==> config.mk <==
export PLATFORM = sky130hd
export DESIGN_NAME = eth_kv_tx
export DESIGN_NICKNAME = d
export VERILOG_FILES = /design/src/rtl/eth_kv_tx.sv
export SDC_FILE = /design/constraint.sdc
export NUM_CORES = 1
export LEC_CHECK = 0
export ABC_AREA = 1
export CORE_AREA = 2 2 239 241
export CTS_CLUSTER_DIAMETER = 60
export CTS_CLUSTER_SIZE = 16
export DETAILED_ROUTE_END_ITERATION = 10
export DIE_AREA = 0 0 241 243
export HOLD_SLACK_MARGIN = 0.03
export PLACE_DENSITY = 0.7
export SLEW_MARGIN = 20
export SYNTH_ARGS = -nofsm -noshare
export SYNTH_HDL_FRONTEND = slang
export SYNTH_SLANG_ARGS = --single-unit
==> constraint.sdc <==
create_clock -name clk156 -period 5 [get_ports clk156]
set_input_delay 0.5 -clock clk156 [delete_from_list [all_inputs] [get_ports clk156]]
set_output_delay 0.5 -clock clk156 [all_outputs]
set_load 0.02 [all_outputs]
==> src/rtl/eth_kv_tx.sv <==
// Serialises KV response records into fixed 60-byte Ethernet frames (8 x 64-bit AXIS beats).
// First beat 1 cycle after a record lands in an empty queue; records queue during MAC stalls, req_ready drops when full.
module eth_kv_tx #(
    parameter logic [47:0] DST_MAC    = 48'hFFFFFFFFFFFF,
    parameter logic [47:0] SRC_MAC    = 48'h001122334455,
    parameter logic [15:0] ETH_TYPE   = 16'h88B5,
    parameter int          KEY_SIZE   = 96,
    parameter int          FIFO_DEPTH = 4
) (
    input  logic                clk156,
    input  logic                eth_rst,
    input  logic                req_valid,
    output logic                req_ready,
    input  logic [KEY_SIZE-1:0] req_key,
    input  logic [3:0]          req_flag,
    output logic                m_axis_tvalid,
    input  logic                m_axis_tready,
    output logic [63:0]         m_axis_tdata,
    output logic [7:0]          m_axis_tkeep,
    output logic                m_axis_tlast,
    output logic                m_axis_tuser,
    output logic [31:0]         tx_count,
    output logic                busy
);

    localparam int AW = (FIFO_DEPTH > 1) ? $clog2(FIFO_DEPTH) : 1;
    localparam int KB = KEY_SIZE / 8;
    localparam logic [AW:0] FULL_CNT = (AW+1)'(FIFO_DEPTH);
    localparam logic [AW:0] CNT_ONE  = (AW+1)'(1);

    typedef struct packed {
        logic [KEY_SIZE-1:0] key;
        logic [3:0]          flag;
    } rec_t;

    typedef enum logic {IDLE, SEND} state_t;

    rec_t          q_mem [FIFO_DEPTH];
    logic [AW-1:0] wr_ptr;
    logic [AW-1:0] rd_ptr;
    logic [AW:0]   q_cnt;
    logic [AW:0]   cnt_nxt;
    logic          push;
    logic          pop;
    logic          q_nonempty;

    state_t        state;
    logic [2:0]    beat;
    logic [2:0]    beat_inc;
    logic [7:0]    seq;
    rec_t          cur;
    logic [511:0]  frame_flat;

    assign push       = req_valid && req_ready;
    assign q_nonempty = (q_cnt != '0);
    assign pop        = q_nonempty &&
                        ((state == IDLE) || (m_axis_tready && (beat == 3'd7)));
    assign beat_inc   = beat + 3'd1;
    assign busy       = (state == SEND) || q_nonempty;
    assign m_axis_tuser = 1'b0;

    always_comb begin
        cnt_nxt = q_cnt;
        if (push && !pop)
            cnt_nxt = q_cnt + CNT_ONE;
        else if (!push && pop)
            cnt_nxt = q_cnt - CNT_ONE;
    end

    always_ff @(posedge clk156) begin
        if (push)
            q_mem[wr_ptr] <= '{key: req_key, flag: req_flag};
    end

    // req_ready is registered from the next occupancy, so a full queue refuses pushes even while popping.
    always_ff @(posedge clk156) begin
        if (eth_rst) begin
            wr_ptr    <= '0;
            rd_ptr    <= '0;
            q_cnt     <= '0;
            req_ready <= 1'b0;
        end else begin
            if (push)
                wr_ptr <= wr_ptr + AW'(1);
            if (pop)
                rd_ptr <= rd_ptr + AW'(1);
            q_cnt     <= cnt_nxt;
            req_ready <= (cnt_nxt != FULL_CNT);
        end
    end

    // Whole frame as a flat byte vector, byte k at [8k+7:8k]; beat n is bits [64n+63:64n].
    always_comb begin
        frame_flat = '0;
        for (int k = 0; k < 6; k++) begin
            frame_flat[8*k +: 8]      = DST_MAC[47-8*k -: 8];
            frame_flat[48+8*k +: 8]   = SRC_MAC[47-8*k -: 8];
        end
        frame_flat[96 +: 8]  = ETH_TYPE[15:8];
        frame_flat[104 +: 8] = ETH_TYPE[7:0];
        frame_flat[112 +: 8] = {4'h0, cur.flag};
        frame_flat[120 +: 8] = seq;
        for (int k = 0; k < KB; k++)
            frame_flat[128+8*k +: 8] = cur.key[KEY_SIZE-1-8*k -: 8];
    end

    always_ff @(posedge clk156) begin
        if (eth_rst) begin
            state         <= IDLE;
            beat          <= 3'd0;
            seq           <= 8'd0;
            cur           <= '0;
            tx_count      <= 32'd0;
            m_axis_tvalid <= 1'b0;
            m_axis_tdata  <= 64'd0;
            m_axis_tkeep  <= 8'd0;
            m_axis_tlast  <= 1'b0;
        end else begin
            case (state)
                IDLE: begin
                    if (q_nonempty) begin
                        cur           <= q_mem[rd_ptr];
                        beat          <= 3'd0;
                        m_axis_tvalid <= 1'b1;
                        m_axis_tdata  <= frame_flat[63:0];
                        m_axis_tkeep  <= 8'hFF;
                        m_axis_tlast  <= 1'b0;
                        state         <= SEND;
                    end
                end
                SEND: begin
                    if (m_axis_tready) begin
                        if (beat != 3'd7) begin
                            beat         <= beat_inc;
                            m_axis_tdata <= frame_flat[{beat_inc, 6'd0} +: 64];
                            m_axis_tkeep <= (beat_inc == 3'd7) ? 8'h0F : 8'hFF;
                            m_axis_tlast <= (beat_inc == 3'd7);
                        end else begin
                            tx_count <= tx_count + 32'd1;
                            seq      <= seq + 8'd1;
                            // Beat 0 carries no record fields, so the next frame can start without a bubble.
                            if (q_nonempty) begin
                                cur          <= q_mem[rd_ptr];
                                beat         <= 3'd0;
                                m_axis_tdata <= frame_flat[63:0];
                                m_axis_tkeep <= 8'hFF;
                                m_axis_tlast <= 1'b0;
                            end else begin
                                state         <= IDLE;
                                m_axis_tvalid <= 1'b0;
                                m_axis_tdata  <= 64'd0;
                                m_axis_tkeep  <= 8'd0;
                                m_axis_tlast  <= 1'b0;
                            end
                        end
                    end
                end
                default: state <= IDLE;
            endcase
        end
    end

endmodule

* Word level (Yosys, flattened, before mapping) *
Memories as Yosys holds them, arrays and structs flattened. A register that Yosys moved wholly into a read port is not among the register bits.
Cells that the tools add are included.

word-level totals
  register bits = 226
  memory bits (writable) = 400
  logic and storage cells = 85
  memories = 1

cells by class
  add/subtract/negate cells = 7
  equal/unequal tests = 8
  shift-type cells = 1
  muxes and demuxes = 38
  bitwise operators = 2
  reduce and logical (&&, ||, !) cells = 14

memories
  memory  depth  bits a word  read ports  clocked after Yosys merged registers in  wr ports  line  RTL
  q_mem   4      100          1           1                                        1         38    rec_t q_mem [FIFO_DEPTH];

operators by type and width
  cell                                           number
  indexed part select 512 x 10 -> 64 bit         1
  two-way mux 100 bit                            3
  case mux 100 bit (2 select lines)              1
  two-way mux 64 bit                             3
  case mux 64 bit (2 select lines)               1
  two-way mux 61 bit                             1
  two-way mux 8 bit                              5
  adder 32 x 1 -> 32 bit, second input constant  1
  case mux 8 bit (2 select lines)                1
  two-way mux 3 bit                              5
  two-way mux 1 bit                              12
  adder 8 x 1 -> 8 bit, second input constant    1
  != test 2 bit, second input constant           4
  adder 3 x 1 -> 3 bit, second input constant    2
  == test 3 bit, second input constant           2
  != test 3 bit, second input constant           2
  case mux 1 bit (2 select lines)                3
  case mux 3 bit (2 select lines)                1
  logical AND 1 bit                              5
  adder 2 x 1 -> 2 bit, second input constant    2
  two-way mux 2 bit                              2
  AND reduction 2 bit                            2
  AND reduction 4 bit                            1
  AND reduction 3 bit                            1
  other kinds (5)                                8

* Longest topological paths before layout *
Gate-level depths: netlist (run 1).

  depth in word-level cells = 8
  depth in mapped cells = 11
  gate-level depth less buffers = 11

* Worst setup path before layout (run 1) *
No wires, ideal clock.

  kind = input port to flip-flop
  from = in req_valid
  to = mem q_mem[0][0] (netlist name), enable pin
  setup time = 0.560 ns
  arrival = 4.839 ns
  setup slack = -0.399 ns
  stages = 2
  buffers on the path = 0
  path through = nand2_1 nor2_1

between the ends
  longest elaborated chain between the ends = 3

ends and longest elaborated chain
  item                                     line  RTL
  from (decl)                              12    input logic req_valid,
  logical AND 1 bit                        54    assign push = req_valid && req_ready;
  two-way mux 1 bit                        71    if (push)
  two-way mux 1 bit (not written as such)  72    q_mem[wr_ptr] <= '{key: req_key, flag: req_flag};
  to (decl)                                38

No other way between the ends.

* Worst setup path after layout (run 1) *
  from = reg beat[0]
  to = reg m_axis_tdata[6]

between the ends
  longest elaborated chain between the ends = 5
  elaborated cells on any way between the ends = 6
  those cells by class = add/sub: 1; eq/ne: 1; shift: 1; mux: 3

ends and longest elaborated chain
  item                                    line  RTL
  from (decl)                             48    logic [2:0] beat;
  from (signal assigned)                  134   beat <= beat_inc;
  adder 3 x 1 -> 3 bit                    58    assign beat_inc = beat + 3'd1;
  indexed part select 512 x 10 -> 64 bit  135   m_axis_tdata <= frame_flat[{beat_inc, 6'd0} +: 64];
  two-way mux 64 bit (*)                  133   if (beat != 3'd7) begin
  two-way mux 64 bit (*)                  132   if (m_axis_tready) begin
  case mux 64 bit (2 select lines) (*)    119   case (state)
  to (signal assigned)                    125   m_axis_tdata <= frame_flat[63:0];
  to (signal assigned)                    135
  to (signal assigned)                    145   m_axis_tdata <= frame_flat[63:0];
  to (decl)                               18    output logic [63:0] m_axis_tdata,

Mark *: on every way between the ends. The rest lies on a longest branch, timed or not. The select of a mux whose other input is x is not followed.
A chain may end at the register's enable or synchronous reset.

==> impl_metrics.env, run 1 <==
export IMPL_nNetsFinal=2485
export IMPL_path_cells="buf_4 -> inv_1 -> ha_2 -> buf_4 -> inv_1 -> nand2_1 -> nor2_2 -> nand2_1 -> a31oi_1"
export IMPL_cts_tree="yes"
export IMPL_dr_total_vias=17111
export IMPL_status="finished clean"
export IMPL_start_util=0.4257
export IMPL_ys_warn_count=0
export IMPL_worst_path_buf_inv=4
export IMPL_dieWidth_um=241
export IMPL_powerDensity_mw_per_mm2=523.8
export IMPL_required_ns=5.52
export IMPL_netlist_instances=2229
export IMPL_r2r_slack_ns=1.91
export IMPL_fp_dieArea_mm2=0.05856
export IMPL_reg2reg_from="beat[0]$_SDFFE_PP0N_"
export IMPL_p_leak_uw=0.009593
export IMPL_first_global_vias=16425
export IMPL_cp_slowest_cell="nor2_2"
export IMPL_cts_buffer_depth=3
export IMPL_r2r_cells=9
export IMPL_core_rowCount=87
export IMPL_postRouteAntennaNets=0
export IMPL_clk_pin_slew_ns=0.07
export IMPL_maxSlewViolCount=0
export IMPL_async_flop_share=0
export IMPL_cts_sinks=622
export IMPL_dr_pass1_iters=6
export IMPL_clock_latency_ns=0.62
export IMPL_fillers=4880
export IMPL_cts_hold_buf=0
export IMPL_ys_flop_type="edfxtp_1"
export IMPL_synth_edf_count=400
export IMPL_ys_ff_latch=622
export IMPL_cp_max_fo=48
export IMPL_max_slew_margin_rel=0.2366
export IMPL_min_delay_path_depth=2
export IMPL_area_growth_pct=18.11
export IMPL_post_dp_hpwl_mm=36.96
export IMPL_min_from="m_axis_tdata[63]$_SDFFE_PP0P_"
export IMPL_ioPinCount=213
export IMPL_peakVddDrop_mv=0.4053
export IMPL_crit_arrival_ns=3.62
export IMPL_finalInstanceArea_mm2=0.02813
export IMPL_root_buffer="clkbuf_16"
export IMPL_cpPeakStageDelay_ns=0.74
export IMPL_synth_fp_nets=2345
export IMPL_track_usage=0.2061
export IMPL_initialDrtViolationCount=1581
export IMPL_grt_max_degree=173
export IMPL_numPortBuffers=211
export IMPL_ys_seq_area_frac=0.6909
export IMPL_placed_cell_area_mm2=0.02657
export IMPL_post_cts_buffers=0
export IMPL_crit_family="buffers and inverters"
export IMPL_fin_crit_sh=0.6190
export IMPL_antenna_found_initial=12
export IMPL_path_class="reg -> reg"
export IMPL_synth_cell_type_count=32
export IMPL_worst_hold_path_type="reg -> reg"
export IMPL_die_h_um=243
export IMPL_layout_common_cells="465 x nor2_1, 417 x o21ai_0, 400 x edfxtp_1"
export IMPL_end_kind="register"
export IMPL_cts_buffers=49
export IMPL_wl_per_cell_um=19.28
export IMPL_drc=0
export IMPL_viasPerCell=5.399
export IMPL_syn_area_per_cell_um2=10.68
export IMPL_fp_coreArea_mm2=0.05595
export IMPL_routed_wl_mm=61.08
export IMPL_holdWs_ns=0.4716
export IMPL_maxCapViolCount=0
export IMPL_cts_resized_gates=0
export IMPL_drive_above_1_share=0.04857
export IMPL_grt_pass1_wl_mm=93.44
export IMPL_max_clock_freq_mhz=323.1
export IMPL_fin_crit_ns=3.095
export IMPL_cp_start_kind="register"
export IMPL_grt_setup_unrepaired="false"
export IMPL_hold_viol=0
export IMPL_setup_viol=0
export IMPL_final_common_cell="nor2_1"
export IMPL_fin_skew_ns=0.03281
export IMPL_r2r_end="m_axis_tdata[6]$_SDFFE_PP0P_"
export IMPL_grt_overflow=0
export IMPL_min_to="m_axis_tdata[63]$_SDFFE_PP0P_"
export IMPL_htreeDepth=2
export IMPL_worst_slew_pin_slew_ns=1.145
export IMPL_place_gp_congestion=0.9219
export IMPL_syn_area_mm2=0.02382
state kept, by name, indices dropped and copies added (netlist names), named ones only:
name,count
beat,3
cur,100
m_axis_tdata,64
m_axis_tkeep,2
m_axis_tlast,1
m_axis_tvalid,1
q_cnt,3
q_mem,400
rd_ptr,2
req_ready,1
seq,8
state,1
tx_count,32
wr_ptr,2
cells by family (layout without fill, tap and decap cells):
group	Yosys count	in the layout	share of synthesized area
adders and majority gates	12	12	0.006304
buffers and inverters	221	401	0.03898
xor gates and xnor gates	2	2	0.0007356
and+or+nand+nor	735	735	0.1221
other	1	5	0.0001575
DFF	622	622	0.6909
AOI/OAI and AO/OA	636	636	0.1407
metrics by stage:
stage | utilization | setup TNS, ns | setup slack, ns | power (uW) | cells
6_report | 0.5028 | 0 | 1.905 | 14730 | 3169
5_1_grt | 0.5027 | 0 | 1.725 | 15470 | 3168
4_1_cts | 0.5026 | 0 | 1.930 | 14830 | 3165
3_5_place_dp | 0.4749 | 0 | 1.924 | 10990 | 3074
3_3_place_gp | 0.4749 | 0 | 1.971 | 10880 | 3074
2_1_floorplan | - | -159.48 | -0.3987 | 9431 | 2229
metal layers:
layer  track usage  part of all wire  up-vias
met5             0            0.0018        -
met4       0.07680             0.031       16
met3       0.03560             0.071      118
met2        0.3455              0.49      640
met1        0.2668              0.40     8224
li1              -                 -     8113
worst reg2reg max path, cell delays in order (launching register included):
cell and delay [ns]:
dfxtp_1 0.33, buf_4 0.31, inv_1 0.11, ha_2 0.28
buf_4 0.30, inv_1 0.41, nand2_1 0.17, nor2_2 0.74
nand2_1 0.15, a31oi_1 0.22
worst max path at each step:
stage                         start                            end  slack, ns  cells past startpoint
2_1_floorplan             req_valid          q_mem[0][0]$_DFFE_PP_      -0.40                      2
3_3_place_gp          m_axis_tready  m_axis_tdata[35]$_SDFFE_PP0P_       1.97                      7
3_5_place_dp          m_axis_tready  m_axis_tdata[45]$_SDFFE_PP0P_       1.92                      7
4_1_cts        beat[0]$_SDFFE_PP0N_   m_axis_tdata[6]$_SDFFE_PP0P_       1.93                      9
5_1_grt        beat[0]$_SDFFE_PP0N_   m_axis_tdata[6]$_SDFFE_PP0P_       1.72                      9
6_report       beat[0]$_SDFFE_PP0N_   m_axis_tdata[6]$_SDFFE_PP0P_       1.91                      9
cells in the mapped netlist (11+ instances only):
master / n / share of area
clkbuf_1: 84 / 0.013
dfxtp_1: 222 / 0.19
o21ai_0: 417 / 0.088
nor2_1: 470 / 0.074
ha_1: 12 / 0.0063
edfxtp_1: 400 / 0.50
a31oi_1: 122 / 0.032
nor3_1: 16 / 0.0034
inv_1: 67 / 0.011
a21oi_1: 79 / 0.017
nand2_1: 179 / 0.028
nand3_1: 48 / 0.010
o21ai_1: 11 / 0.0023
buf_2: 55 / 0.012
power by group:
part / switching (uW) / leakage, uW / internal [uW]
clock: 1820 / 0.000751 / 2020
combinational: 2740 / 0.00337 / 1300
sequential: 522 / 0.00548 / 6340
total: 5080 / 0.00959 / 9650
final cells by class:
type	instances	area, um^2	share of cell area
Multi-Input combinational cell	1386	6475	0.2302
Tap cell	756	945.9	0.03363
Timing Repair Buffer	239	2410	0.08567
Clock buffer	74	1361	0.04839
Inverter	71	279.0	0.009919
Clock inverter	17	185.2	0.006583
Sequential cell	622	16460	0.5853
Antenna cell	4	10.01	0.0003558
No activity file was read; power rests on OpenSTA's default activity.
==> run 2: changes to the inputs <==
--- a/config.mk
+++ b/config.mk
@@ -12,7 +12,7 @@
 export DETAILED_ROUTE_END_ITERATION = 10
 export DIE_AREA = 0 0 241 243
 export HOLD_SLACK_MARGIN = 0.03
-export PLACE_DENSITY = 0.7
+export PLACE_DENSITY = 0.68
 export SLEW_MARGIN = 20
 export SYNTH_ARGS = -nofsm -noshare
 export SYNTH_HDL_FRONTEND = slang
==> constraint.sdc (replaced) <==
create_clock -name clk156 -period 3.22 [get_ports clk156]
set_input_delay 0.322 -clock clk156 [delete_from_list [all_inputs] [get_ports clk156]]
set_output_delay 0.322 -clock clk156 [all_outputs]
set_load 0.02 [all_outputs]
==> run 2 against run 1 <==
Global-route usage shrank 0.068 points. Total power grew 57%. Combinational power grew 61%. Wire length grew 0.54%. Utilization grew 0.28 points. Register-to-register slack lost 1.1 ns. Sequential share of layout area shrank 0.32 points. Via count is essentially flat. Critical path type is now reg -> out.
==> impl_metrics.env, run 2 (synthesized netlist as in run 1, its figures left out) <==
export IMPL_cp_slowest_cell="clkdlybuf4s50_1"
export IMPL_cts_buffer_depth=3
export IMPL_area_growth_pct=18.76
export IMPL_cp_max_fo=3
export IMPL_fp_coreArea_mm2=0.05595
export IMPL_max_clock_freq_mhz=412.5
export IMPL_root_buffer="clkbuf_16"
export IMPL_regMostFlops="q_mem"
export IMPL_core_rowCount=87
export IMPL_post_dp_hpwl_mm=36.69
export IMPL_wl_per_cell_um=19.32
export IMPL_powerDensity_mw_per_mm2=818.1
export IMPL_postRouteAntennaNets=0
export IMPL_routed_wl_mm=61.41
export IMPL_fillers=4882
export IMPL_dr_total_vias=17100
export IMPL_peakVddDrop_mv=0.5127
export IMPL_grt_max_degree=119
export IMPL_max_slew_margin_rel=0.2627
export IMPL_cts_tree="yes"
export IMPL_start_util=0.4257
export IMPL_grt_pass1_wl_mm=93.23
export IMPL_drive_above_1_share=0.05045
export IMPL_worst_slack_ns=0.7956
export IMPL_status="finished clean"
export IMPL_htreeDepth=2
export IMPL_viasPerCell=5.381
export IMPL_holdWs_ns=0.3212
export IMPL_final_core_util=0.5055
export IMPL_setup_viol=0
export IMPL_hold_viol=0
export IMPL_path_class="reg -> out"
export IMPL_required_ns=2.90
export IMPL_cp_start_kind="register"
export IMPL_maxCapViolCount=0
export IMPL_fp_dieArea_mm2=0.05856
export IMPL_cts_resized_gates=0
export IMPL_crit_family="buffers and inverters"
export IMPL_initialDrtViolationCount=1541
export IMPL_cts_buffers=49
export IMPL_post_cts_buffers=0
export IMPL_clock_latency_ns=0.63
export IMPL_path_cells="inv_1 -> ha_1 -> nand3_1 -> clkdlybuf4s50_1"
export IMPL_largest_register_ffs=400
export IMPL_final_common_cell="nor2_1"
export IMPL_place_ws_ns=0.8307
export IMPL_die_h_um=243
export IMPL_antenna_found_initial=6
export IMPL_p_leak_uw=0.009660
export IMPL_layout_common_cells="465 x nor2_1, 417 x o21ai_0, 400 x edfxtp_1"
export IMPL_place_gp_congestion=0.8582
export IMPL_crit_arrival_ns=2.10
export IMPL_fin_skew_ns=0.04152
export IMPL_end_kind="primary output"
export IMPL_numPortBuffers=211
export IMPL_dr_pass1_iters=5
export IMPL_cts_hold_buf=0
export IMPL_worst_path_buf_inv=2
export IMPL_maxSlewViolCount=0
export IMPL_fin_crit_sh=0.7529
export IMPL_dieWidth_um=241
export IMPL_ioPinCount=213
export IMPL_top_regs="q_mem: 400 flops, cur: 100 flops, m_axis_tdata: 64 flops"
export IMPL_worst_slew_pin_slew_ns=1.106
export IMPL_clk_pin_slew_ns=0.07
export IMPL_drc=0
export IMPL_fin_crit_ns=2.424
export IMPL_grt_setup_unrepaired="false"
export IMPL_p_total_uw=23140
export IMPL_first_global_vias=16521
export IMPL_cts_sinks=622
export IMPL_track_usage=0.2054
export IMPL_worst_hold_path_type="in -> reg"
export IMPL_nNetsFinal=2493
export IMPL_grt_overflow=0
export IMPL_cpPeakStageDelay_ns=0.66
==> run 2: cell count changes in the layout (fill, tap and decap cells not counted), moves of 2 or more <==
| cell | previous run | this run |
|---|---|---|
| clkbuf_1 | 22 | 26 |
| clkinv_4 | 4 | 1 |
| clkinv_16 | 0 | 2 |
| buf_12 | 7 | 13 |
==> run 2: worst reg2reg max path, cell delays in order, from the launching register on <==
cell and delay, ns:
dfxtp_1 0.34, buf_4 0.33, inv_1 0.13, ha_2 0.34, buf_4 0.44, nand2_1 0.25, o21ai_0 0.23, nand2_1 0.07
a21oi_1 0.17
==> run 2: layout make-up <==
type | count | area, um^2 | share of cell area
Tap cell | 756 | 945.9 | 0.03344
Antenna cell | 4 | 10.01 | 0.0003539
Clock buffer | 78 | 1376 | 0.04866
Sequential cell | 622 | 16460 | 0.5821
Clock inverter | 14 | 185.2 | 0.006547
Timing Repair Buffer | 247 | 2549 | 0.09011
Inverter | 71 | 279.0 | 0.009865
Multi-Input combinational cell | 1386 | 6475 | 0.2289
==> run 2: layer usage <==
| layer | routed length, um | part of all wire | track usage | vias up |
|---|---|---|---|---|
| met1 | 25040 | 0.41 | 0.2616 | 8275 |
| met2 | 29870 | 0.49 | 0.3497 | 569 |
| met3 | 4581 | 0.075 | 0.03992 | 121 |
| met5 | 30 | 0.00049 | 0 | - |
| li1 | - | - | - | 8129 |
| met4 | 1887 | 0.031 | 0.06845 | 6 |
==> run 2: path summary, 6_finish.rpt <==
path	start	endpoint	slack [ns]	cells past startpoint
min reg2reg	rd_ptr[1]$_SDFFE_PP0P_	register	0.46	2
max reg2reg	beat[0]$_SDFFE_PP0N_	m_axis_tdata[59]$_SDFFE_PP0P_	0.83	8
min	req_key[9]	q_mem[3][13]$_DFFE_PP_	0.32	1
max	q_cnt[0]$_SDFF_PP0_	busy	0.80	4
==> run 2: report_power, final <==
group | switching [uW] | leakage, uW | total (uW) | internal, uW
sequential | 835 | 0.00548 | 10700 | 9840
clock | 2900 | 0.000751 | 5990 | 3090
combinational | 4300 | 0.00343 | 6480 | 2170
total | 8030 | 0.00966 | 23100 | 15100
==> run 2: stage by stage <==
stage               setup TNS [ns]  std cells  instance area [um^2]
global route                     0       3174                 28270
floorplan                  -206.02       2229                 23830
finish                           0       3178                 28280
CTS                              0       3174                 28270
global placement                 0       3082                 26710
detailed placement               0       3082                 26710
==> run 3: changes to the inputs <==
==> constraint.sdc (replaced) <==
create_clock -name clk156 -period 2.45 [get_ports clk156]
set_input_delay 0.245 -clock clk156 [delete_from_list [all_inputs] [get_ports clk156]]
set_output_delay 0.245 -clock clk156 [all_outputs]
set_load 0.02 [all_outputs]
==> run 3 against run 2 <==
Sequential power rose by 29%. Sequential share of layout area is 0.45 points lower. Clock skew is 0.018 ns lower. Register-to-register slack worse by 0.53 ns. Cell area up 0.81%. Clock power up 26%. Utilization grew 0.41 points. Flip-flop and latch count stayed put. Hold slack lost 0.045 ns. Critical path type unchanged. Largest power group unchanged. Highest routed layer unchanged.
==> impl_metrics.env, run 3 (synthesized netlist as in run 1, its figures left out) <==
export IMPL_hold_viol=0
export IMPL_nNetsFinal=2511
export IMPL_regMostFlops="q_mem"
export IMPL_place_gp_congestion=0.9121
export IMPL_grt_setup_unrepaired="false"
export IMPL_drc=0
export IMPL_htreeDepth=2
export IMPL_initialDrtViolationCount=1380
export IMPL_clock_latency_ns=0.60
export IMPL_root_buffer="clkbuf_16"
export IMPL_start_util=0.4257
export IMPL_cts_buffers=48
export IMPL_grt_overflow=0
export IMPL_grt_max_degree=107
export IMPL_path_class="reg -> out"
export IMPL_dieWidth_um=241
export IMPL_layout_common_cells="465 x nor2_1, 417 x o21ai_0, 400 x edfxtp_1"
export IMPL_fin_crit_sh=0.9374
export IMPL_fp_dieArea_mm2=0.05856
export IMPL_clk_pin_slew_ns=0.07
export IMPL_cts_buffer_depth=3
export IMPL_max_clock_freq_mhz=435.4
export IMPL_worst_path_buf_inv=2
export IMPL_first_global_vias=16531
export IMPL_cts_resized_gates=0
export IMPL_peakVddDrop_mv=0.7127
export IMPL_viasPerCell=5.331
export IMPL_final_common_cell="nor2_1"
export IMPL_wl_per_cell_um=18.92
export IMPL_place_ws_ns=0.3354
export IMPL_fin_crit_ns=2.297
export IMPL_fillers=4947
export IMPL_ioPinCount=213
export IMPL_cp_slowest_cell="clkdlybuf4s50_1"
export IMPL_worst_hold_path_type="in -> reg"
export IMPL_worst_slack_ns=0.1534
export IMPL_fp_coreArea_mm2=0.05595
export IMPL_worst_slew_pin_slew_ns=0.6025
export IMPL_cp_max_fo=3
export IMPL_maxSlewViolCount=0
export IMPL_tns_ns=0
export IMPL_end_kind="primary output"
export IMPL_dr_total_vias=17021
export IMPL_crit_arrival_ns=2.05
export IMPL_place_inst=3101
export IMPL_largest_register_ffs=400
export IMPL_cts_tree="yes"
export IMPL_crit_family="buffers and inverters"
export IMPL_core_rowCount=87
export IMPL_required_ns=2.20
export IMPL_p_leak_uw=0.009756
export IMPL_cts_hold_buf=0
export IMPL_postRouteAntennaNets=0
export IMPL_top_regs="q_mem: 400 flops, cur: 100 flops, m_axis_tdata: 64 flops"
export IMPL_routed_wl_mm=60.41
export IMPL_stdcell_count=3193
export IMPL_track_usage=0.2040
export IMPL_powerDensity_mw_per_mm2=1061
export IMPL_cpPeakStageDelay_ns=0.66
export IMPL_fin_skew_ns=0.02333
export IMPL_dr_pass1_iters=6
export IMPL_max_slew_margin_rel=0.5983
export IMPL_setup_viol=0
export IMPL_area_growth_pct=19.71
export IMPL_drive_above_1_share=0.05832
export IMPL_cp_start_kind="register"
export IMPL_post_cts_buffers=0
export IMPL_antenna_found_initial=6
export IMPL_path_cells="inv_1 -> ha_1 -> nand3_1 -> clkdlybuf4s50_1"
export IMPL_die_h_um=243
export IMPL_cts_sinks=622
export IMPL_numPortBuffers=211
export IMPL_post_dp_hpwl_mm=37.43
export IMPL_grt_pass1_wl_mm=92.82
export IMPL_maxCapViolCount=0
export IMPL_status="finished clean"
-- run 3: cell count changes in the layout (fill, tap and decap cells not counted), moves of 2 or more --
cell	delta
clkinv_16	-2
inv_8	-2
clkbuf_1	+4
inv_1	-3
buf_12	+15
diode_2	-2
clkinv_8	+3
dfxtp_1	-2
inv_2	+2
buf_4	+5
-- run 3: power breakdown --
part | total (uW) | switching, uW | internal (uW)
Sequential | 13800 | 891 | 12900
Combinational | 8900 | 5810 | 3090
Clock | 7520 | 3690 | 3830
-- run 3: worst paths after layout --
path / from / to / slack, ns / cells after the start
worst max-delay path: q_cnt[0]$_SDFF_PP0_ / busy / 0.15 / 4
worst max register to register: beat[1]$_SDFFE_PP0N_ / seq[6]$_SDFFE_PP0P_ / 0.30 / 10
worst min register to register: cur[50]$_SDFFE_PP0P_ / m_axis_tdata[54]$_SDFFE_PP0P_ / 0.47 / 2
worst min-delay path: req_key[3] / q_mem[2][7]$_DFFE_PP_ / 0.28 / 1
-- run 3: per-layer routing --
| layer | up-vias | routed length [um] | GRT usage | share of wire |
|---|---|---|---|---|
| met5 | - | 45 | 0 | 0.00074 |
| met2 | 547 | 29790 | 0.3480 | 0.49 |
| met3 | 102 | 4074 | 0.03321 | 0.067 |
| li1 | 8166 | - | - | - |
| met1 | 8198 | 24830 | 0.2628 | 0.41 |
| met4 | 8 | 1673 | 0.06917 | 0.028 |
-- run 3: layout make-up --
| type | count | area, um^2 | area share |
|---|---|---|---|
| Tap cell | 756 | 945.9 | 0.03318 |
| Clock buffer | 80 | 1353 | 0.04744 |
| Inverter | 71 | 279.0 | 0.009786 |
| Antenna cell | 2 | 5.005 | 0.0001755 |
| Timing Repair Buffer | 266 | 2875 | 0.1008 |
| Clock inverter | 10 | 102.6 | 0.003599 |
| Multi-Input combinational cell | 1386 | 6482 | 0.2274 |
| Sequential cell | 622 | 16470 | 0.5776 |
-- run 3: per-stage QoR --
| stage | total power (uW) | utilization | instance area, um^2 | hold slack (ns) |
|---|---|---|---|---|
| 6_report | 30240 | 0.5096 | 28510 | 0.2758 |
| 2_1_floorplan | 19200 | - | 23860 | 0.3439 |
| 5_1_grt | 31840 | 0.5095 | 28510 | 0.2622 |
| 3_3_place_gp | 22730 | 0.4835 | 27050 | 0.4420 |
| 3_5_place_dp | 22940 | 0.4835 | 27050 | 0.4553 |
| 4_1_cts | 30440 | 0.5095 | 28510 | 0.2443 |
